==> config.mk <==
export PLATFORM = sky130hd
export DESIGN_NAME = mem_link_bridge
export DESIGN_NICKNAME = d
export VERILOG_FILES = /design/src/rtl/mem_link_bridge.sv
export SDC_FILE = /design/constraint.sdc
export NUM_CORES = 1
export LEC_CHECK = 0
export CORE_ASPECT_RATIO = 0.8
export CORE_UTILIZATION = 25
export CTS_CLUSTER_DIAMETER = 150
export DETAILED_ROUTE_END_ITERATION = 7
export GPL_ROUTABILITY_DRIVEN = 0
export PLACE_DENSITY_LB_ADDON = 0.2
export SLEW_MARGIN = 20
export SYNTH_ARGS = -nofsm -noshare
export SYNTH_HDL_FRONTEND = slang
export SYNTH_SLANG_ARGS = --single-unit
==> constraint.sdc <==
create_clock -name clk -period 6.94 [get_ports clk]
set_input_delay 1.388 -clock clk [delete_from_list [all_inputs] [get_ports clk]]
set_output_delay 1.388 -clock clk [all_outputs]
set_load 0.01 [all_outputs]
==> src/rtl/mem_link_bridge.sv <==
`default_nettype none
// ============================================================================
// Module   : mem_link_bridge
// Brief    : Data-bus to byte-link bridge: builds checksummed, seq-tagged
//            frames, validates host responses, resends on timeout, flags abandon.
// Revision : 1.0 - initial release
// ============================================================================
module mem_link_bridge #(
  parameter int ADDR_W      = 32,
  parameter int DATA_W      = 32,
  parameter int TIMEOUT_CYC = 2500000,
  parameter int MAX_RETRY   = 3,
  parameter int WRITE_ACK   = 0
) (
  input  logic              clk,
  input  logic              res_n,
  input  logic              db_re,
  input  logic              db_we,
  input  logic              db_io,
  input  logic [ADDR_W-1:0] db_addr,
  input  logic [DATA_W-1:0] db_dataOut,
  output logic [DATA_W-1:0] db_dataIn,
  output logic              db_ready,
  output logic              db_err,
  output logic [7:0]        tx_data,
  output logic              tx_valid,
  input  logic              tx_ready,
  input  logic [7:0]        rx_data,
  input  logic              rx_valid
);

  localparam int c_abytes  = ADDR_W / 8;
  localparam int c_dbytes  = DATA_W / 8;
  localparam int c_max_len = 2 + c_abytes + c_dbytes;
  localparam int c_len_w   = $clog2(c_max_len + 1);
  localparam int c_tmr_w   = $clog2(TIMEOUT_CYC);

  localparam logic [3:0] c_cmd_none  = 4'd0;
  localparam logic [3:0] c_cmd_read  = 4'd1;
  localparam logic [3:0] c_cmd_write = 4'd2;
  localparam logic [3:0] c_cmd_print = 4'd3;
  localparam logic [3:0] c_cmd_hlt   = 4'd4;

  localparam logic [c_tmr_w-1:0] c_tmr_last     = c_tmr_w'(TIMEOUT_CYC - 1);
  localparam logic [7:0]         c_retry_max    = 8'(MAX_RETRY);
  localparam logic [c_len_w-1:0] c_rx_last_read = c_len_w'(c_dbytes + 1);

  typedef enum logic [1:0] {
    S_IDLE = 2'd0,
    S_TX   = 2'd1,
    S_WAIT = 2'd2,
    S_ERR  = 2'd3
  } state_t;

  state_t               r_state, w_next_state;
  logic [7:0]           r_frame [c_max_len];
  logic [7:0]           w_frame [c_max_len];
  logic [c_len_w-1:0]   r_len, w_len, r_tx_idx, r_rx_idx, w_rx_last;
  logic [3:0]           r_seq, r_cmd, w_cmd;
  logic                 r_need_wait, w_need_wait;
  logic [7:0]           r_retries;
  logic [c_tmr_w-1:0]   r_timer;
  logic [7:0]           r_rx_csum, w_csum, w_tx_byte;
  logic                 r_hdr_ok;
  logic [DATA_W-1:0]    r_rx_buf;
  logic                 w_accept, w_tx_last, w_rx_final, w_rx_ok, w_timeout;

  // Command decode; IO accesses other than the two known ports are dropped.
  always_comb begin
    w_cmd = c_cmd_none;
    if (db_io) begin
      if (db_we && (db_addr == '0))
        w_cmd = c_cmd_hlt;
      else if (db_we && (db_addr == ADDR_W'(1)))
        w_cmd = c_cmd_print;
    end else if (db_we) begin
      w_cmd = c_cmd_write;
    end else if (db_re) begin
      w_cmd = c_cmd_read;
    end
  end

  // Whole frame is assembled at acceptance so resends replay a frozen copy.
  always_comb begin
    for (int i = 0; i < c_max_len; i++) w_frame[i] = 8'h00;
    w_frame[0] = {r_seq, w_cmd};
    w_len      = c_len_w'(2);
    case (w_cmd)
      c_cmd_read: begin
        for (int i = 0; i < c_abytes; i++) w_frame[1 + i] = db_addr[8*i +: 8];
        w_len = c_len_w'(2 + c_abytes);
      end
      c_cmd_write: begin
        for (int i = 0; i < c_abytes; i++) w_frame[1 + i] = db_addr[8*i +: 8];
        for (int i = 0; i < c_dbytes; i++) w_frame[1 + c_abytes + i] = db_dataOut[8*i +: 8];
        w_len = c_len_w'(2 + c_abytes + c_dbytes);
      end
      c_cmd_print: begin
        for (int i = 0; i < c_dbytes; i++) w_frame[1 + i] = db_dataOut[8*i +: 8];
        w_len = c_len_w'(2 + c_dbytes);
      end
      default: ;
    endcase
    w_csum = 8'h00;
    for (int i = 0; i < c_max_len; i++) w_csum = w_csum ^ w_frame[i];
    for (int i = 0; i < c_max_len; i++)
      if (c_len_w'(i) == (w_len - c_len_w'(1))) w_frame[i] = w_csum;
  end

  always_comb begin
    w_tx_byte = 8'h00;
    for (int i = 0; i < c_max_len; i++)
      if (r_tx_idx == c_len_w'(i)) w_tx_byte = r_frame[i];
  end

  assign w_accept    = (r_state == S_IDLE) && (w_cmd != c_cmd_none);
  assign w_need_wait = (w_cmd == c_cmd_read) || ((w_cmd == c_cmd_write) && (WRITE_ACK != 0));
  assign w_tx_last   = (r_tx_idx == (r_len - c_len_w'(1)));
  assign w_rx_last   = (r_cmd == c_cmd_read) ? c_rx_last_read : c_len_w'(1);
  assign w_rx_final  = (r_state == S_WAIT) && rx_valid && (r_rx_idx == w_rx_last);
  assign w_rx_ok     = w_rx_final && r_hdr_ok && ((r_rx_csum ^ rx_data) == 8'h00);
  assign w_timeout   = (r_state == S_WAIT) && (r_timer == c_tmr_last);

  always_ff @(posedge clk or negedge res_n) begin
    if (!res_n) r_state <= S_IDLE;
    else        r_state <= w_next_state;
  end

  always_comb begin
    w_next_state = r_state;
    db_ready     = 1'b0;
    db_err       = 1'b0;
    tx_valid     = 1'b0;
    tx_data      = 8'h00;
    case (r_state)
      S_IDLE: begin
        db_ready = 1'b1;
        if (w_accept) w_next_state = S_TX;
      end
      S_TX: begin
        tx_valid = 1'b1;
        tx_data  = w_tx_byte;
        if (tx_ready && w_tx_last) w_next_state = r_need_wait ? S_WAIT : S_IDLE;
      end
      S_WAIT: begin
        // A completing response beats a coincident timeout.
        if (w_rx_ok)        w_next_state = S_IDLE;
        else if (w_timeout) w_next_state = (r_retries < c_retry_max) ? S_TX : S_ERR;
      end
      S_ERR: begin
        db_err       = 1'b1;
        w_next_state = S_IDLE;
      end
      default: w_next_state = S_IDLE;
    endcase
  end

  always_ff @(posedge clk or negedge res_n) begin
    if (!res_n) begin
      for (int i = 0; i < c_max_len; i++) r_frame[i] <= 8'h00;
      r_len       <= '0;
      r_tx_idx    <= '0;
      r_rx_idx    <= '0;
      r_cmd       <= c_cmd_none;
      r_seq       <= 4'd0;
      r_need_wait <= 1'b0;
      r_retries   <= 8'd0;
      r_timer     <= '0;
      r_rx_csum   <= 8'h00;
      r_hdr_ok    <= 1'b0;
      r_rx_buf    <= '0;
      db_dataIn   <= '0;
    end else begin
      case (r_state)
        S_IDLE: begin
          if (w_accept) begin
            for (int i = 0; i < c_max_len; i++) r_frame[i] <= w_frame[i];
            r_len       <= w_len;
            r_cmd       <= w_cmd;
            r_need_wait <= w_need_wait;
            r_seq       <= r_seq + 4'd1;
            r_retries   <= 8'd0;
            r_tx_idx    <= '0;
          end
        end
        S_TX: begin
          if (tx_ready) begin
            r_tx_idx <= r_tx_idx + c_len_w'(1);
            if (w_tx_last) begin
              r_timer   <= '0;
              r_rx_idx  <= '0;
              r_rx_csum <= 8'h00;
            end
          end
        end
        S_WAIT: begin
          r_timer <= r_timer + c_tmr_w'(1);
          if (rx_valid) begin
            if (r_rx_idx == '0) r_hdr_ok <= (rx_data == r_frame[0]);
            if (w_rx_final) begin
              r_rx_idx  <= '0;
              r_rx_csum <= 8'h00;
            end else begin
              // Header is shifted through too; D data shifts push it out.
              r_rx_idx  <= r_rx_idx + c_len_w'(1);
              r_rx_csum <= r_rx_csum ^ rx_data;
              r_rx_buf  <= (r_rx_buf >> 8) | (DATA_W'(rx_data) << (DATA_W - 8));
            end
          end
          if (w_rx_ok && (r_cmd == c_cmd_read)) db_dataIn <= r_rx_buf;
          if (w_timeout && !w_rx_ok && (r_retries < c_retry_max)) begin
            r_retries <= r_retries + 8'd1;
            r_tx_idx  <= '0;
          end
        end
        default: ;
      endcase
    end
  end

endmodule
`default_nettype wire

==> flow_summary.toml <==
[run_status]
status = "finished clean"

[timing]
setup_slack_ps = 1970
setup_viol = 0
hold_violations = 0
drv_slew = 0
period_needed_ps = 4970
max_freq_mhz = 201
whs_ps = 472
slew_headroom_pct = 36.0
post-route-period-util_pct = 71.7
final.setup.tns_ps = 0
worst_pin_slew_ps = 957
grt_setup_unrepaired = "false"
fin_skew_ps = 15.4

[worst_setup_path]
end_kind = "output pin"
start_kind = "flip-flop"
path_class = "reg2out"
ff2ff_path_depth = 7
critPathTopFamily = "simple AND/OR/NAND/NOR gates"
crit_slowest_cell = "ha_1"
crit_end = "tx_data[6]"
cp_max_fo = 15
path_depth = 9
rrSetupSlack_ps = 4110
worst_path_largest_cell_delay_ps = 550
cp_common_cell = "nor3_1"
worstPathCellList = "inv_1, ha_1, nand2_1, nor2_1, nor3_1, a221o_1, a221oi_1, nor3_1, clkdlybuf4s50_1"
cp.required_ps = 5550
timing.rr.start = "r_timer[14]"
crit_arrival_ps = 3590
critPathLaunch = "r_tx_idx[0]"
cp_num_buf_inv = 2
reg2reg_to = "r_retries[1]"

[power_and_ir_drop]
p_per_area_nw_per_um2 = 317
p_leak_nw = 5.45
vdd_ir_drop_max_uv = 203
clockPowerShare_pct = 25.2
p_int_mw = 2.48
pwr-share-seq_pct = 43.6
switching_share_pct = 37.8
p_sw_mw = 1.51
combPwrFrac_pct = 31.2

[cts]
root_buffer = "clkbuf_16"
tritoncts = "built"
cts_sinks = 200
cts.htree.levels = 4
clkTransAtPathRegs_ps = 80
cts_buffer_depth = 2
cts_made_buffers = 17
cts_hold_buf = 0
cts_setup_buffers = 0
clk-insertion-delay-late_ps = 470
ctsResizeCount = 0

[floorplanning]
core_um2 = 39900
rows = 65
die_w_um = 228
start_util_pct = 25.7
dieArea_um2 = 41800
die_h_um = 183
io_pins = 122

[min_path]
hold_path_class = "reg2reg"

[synth]
synth.largest_area_cell = "dfrtp_1"
synth_common_cells = "257 x nand2_1, 200 x dfrtp_1, 117 x o21ai_0"
syn_nets = 1203
synth_area_leaders = "dfrtp_1 49%, nand2_1 9.4%, o21ai_0 5.7%"
ys_types = 60
netlist_area_um2 = 10200
synth-seq-cells = 200
synth_edf_count = 0
synthArstFlopShare_pct = 100
ys.flop_type = "dfrtp_1"
yosysSeqAreaShare_pct = 48.9
syn_avg_cell_area_um2 = 9.20
synthCells = 1113
yosys.area.top_type_share_pct = 48.9
synth_most_common_cell = "nand2_1"
yosysWarnings = 0

[global_routing]
antenna_found_initial = 1
grt.total_usage_pct = 15.9
grt_remaining_overflow = 0
grt_max_degree = 103
grt_pass1_wl_mm = 50.7
grt_pass1_vias = 8310

[drt]
drc = 0
wire_per_inst_um = 18.5
firstDrtPassIters = 5
ant_nets = 0
vias_per_cell = 4.84
wl_mm = 32.5
vias = 8492
drt_iter0_drc = 607

[final_layout]
fin_nets = 1294
fin_util_pct = 31.5
fill_cells = 4258
final-instance-count-excl-fill = 1754
drive_above_1_share_pct = 7.56
synthToLayoutAreaGrowth_pct = 22.8

[job]
drv_cap = 0

[placed_design]
pre_cts_ws_ps = 1870
dpl.cell_count = 1721
place.detailed.hpwl_mm = 23.7
port_buffers = 121
worst register-to-register path, stage by stage, from the launching register on:
cell and delay, ps:
dfrtp_1 430, or4_1 530, nor4_1 560, nand4_1 270, o21bai_1 360, o21a_1 190
nor2_2 210, mux2i_1 210
layout by cell type (no fill, tap or decap), types with 4 or more instances in the layout:
cell	n
o21ai_0	117
o21a_1	8
nand4_1	11
clkbuf_16	17
clkdlybuf4s50_1	120
a32o_1	6
inv_1	14
inv_6	4
nor3_1	20
o22ai_1	18
o31ai_1	4
nor4_1	18
nand2_1	257
and2_1	8
o21ai_1	4
dfrtp_1	200
a31oi_1	4
mux2i_1	8
a21oi_1	20
or3_1	4
a32oi_1	5
xnor2_1	46
xor2_1	22
a221oi_1	11
and3_1	8
a221o_1	7
nand2b_1	12
buf_4	14
nor2b_1	6
mux2_2	32
nand3_1	24
nor2_1	64
a222oi_1	7
a22oi_1	31
ha_1	11
worst min-delay path by stage:
stage,slack [ps],to,start,cells past startpoint
floorplan,440,r_rx_buf[0],r_rx_buf[0],2
global placement,460,r_frame[67],r_frame[67],2
detailed placement,460,r_rx_buf[0],r_rx_buf[0],2
CTS,480,r_rx_buf[0],r_rx_buf[0],2
global route,490,r_rx_buf[3],r_rx_buf[3],2
finish,470,r_rx_buf[2],r_rx_buf[2],2
through the flow:
| stage | instance area, um^2 | power [mW] |
|---|---|---|
| after floorplan | 10200 | 2.45 |
| after global placement | 12000 | 2.99 |
| after detailed placement | 12000 | 3.00 |
| after CTS | 12600 | 4.03 |
| after global routing | 12600 | 4.25 |
| final | 12600 | 3.99 |
kinds of logic (layout without fill, tap and decap cells):
group	Yosys count	count (layout)	synth area share [%]
simple gates	456	456	20.0
compound gates	259	259	16.2
flops	200	200	48.9
buf+inv	77	181	3.09
xor+xnor	70	70	6.20
mux	40	40	4.30
fa+ha+maj	11	11	1.34
other cells	0	1	0
registers in the layout (all words and copies together), names as in the netlist, 3 cells and up:
name	count
r_frame	79
db_dataIn	32
r_rx_buf	32
r_timer	22
r_retries	8
r_rx_csum	8
r_rx_idx	4
r_seq	4
r_tx_idx	4
r_len	3
per-layer routing:
layer  vias up  share of wire [%]  wire [um]  global-route usage (%)
met3        26                4.6       1480                    3.58
met2       198                 43      14100                    23.6
li1       4098                  -          -                       -
met4         0                1.1        342                    3.73
met1      4170                 51      16500                    23.3
met5         -                  0          0                       0
power by group through the flow:
stage                     combinational (mW)  sequential (mW)  clock, mW
after detailed placement                1.25             1.76          0
final                                   1.24             1.74       1.01
after CTS                               1.25             1.74       1.04
after global routing                    1.38             1.78       1.08
after floorplan                        0.806             1.65          0
after global placement                  1.23             1.75          0
layout make-up:
| cell class | instances | area [um^2] | area share (%) |
|---|---|---|---|
| antenna | 1 | 2.50 | 0.0199 |
| clock buffer | 17 | 425 | 3.38 |
| clock inverter | 15 | 153 | 1.21 |
| inverter | 14 | 52.6 | 0.418 |
| multi-input combinational | 836 | 4940 | 39.3 |
| sequential | 200 | 5000 | 39.8 |
| tap | 536 | 671 | 5.34 |
| timing repair buffer | 135 | 1320 | 10.5 |
Power figures use the tool's default switching activity.
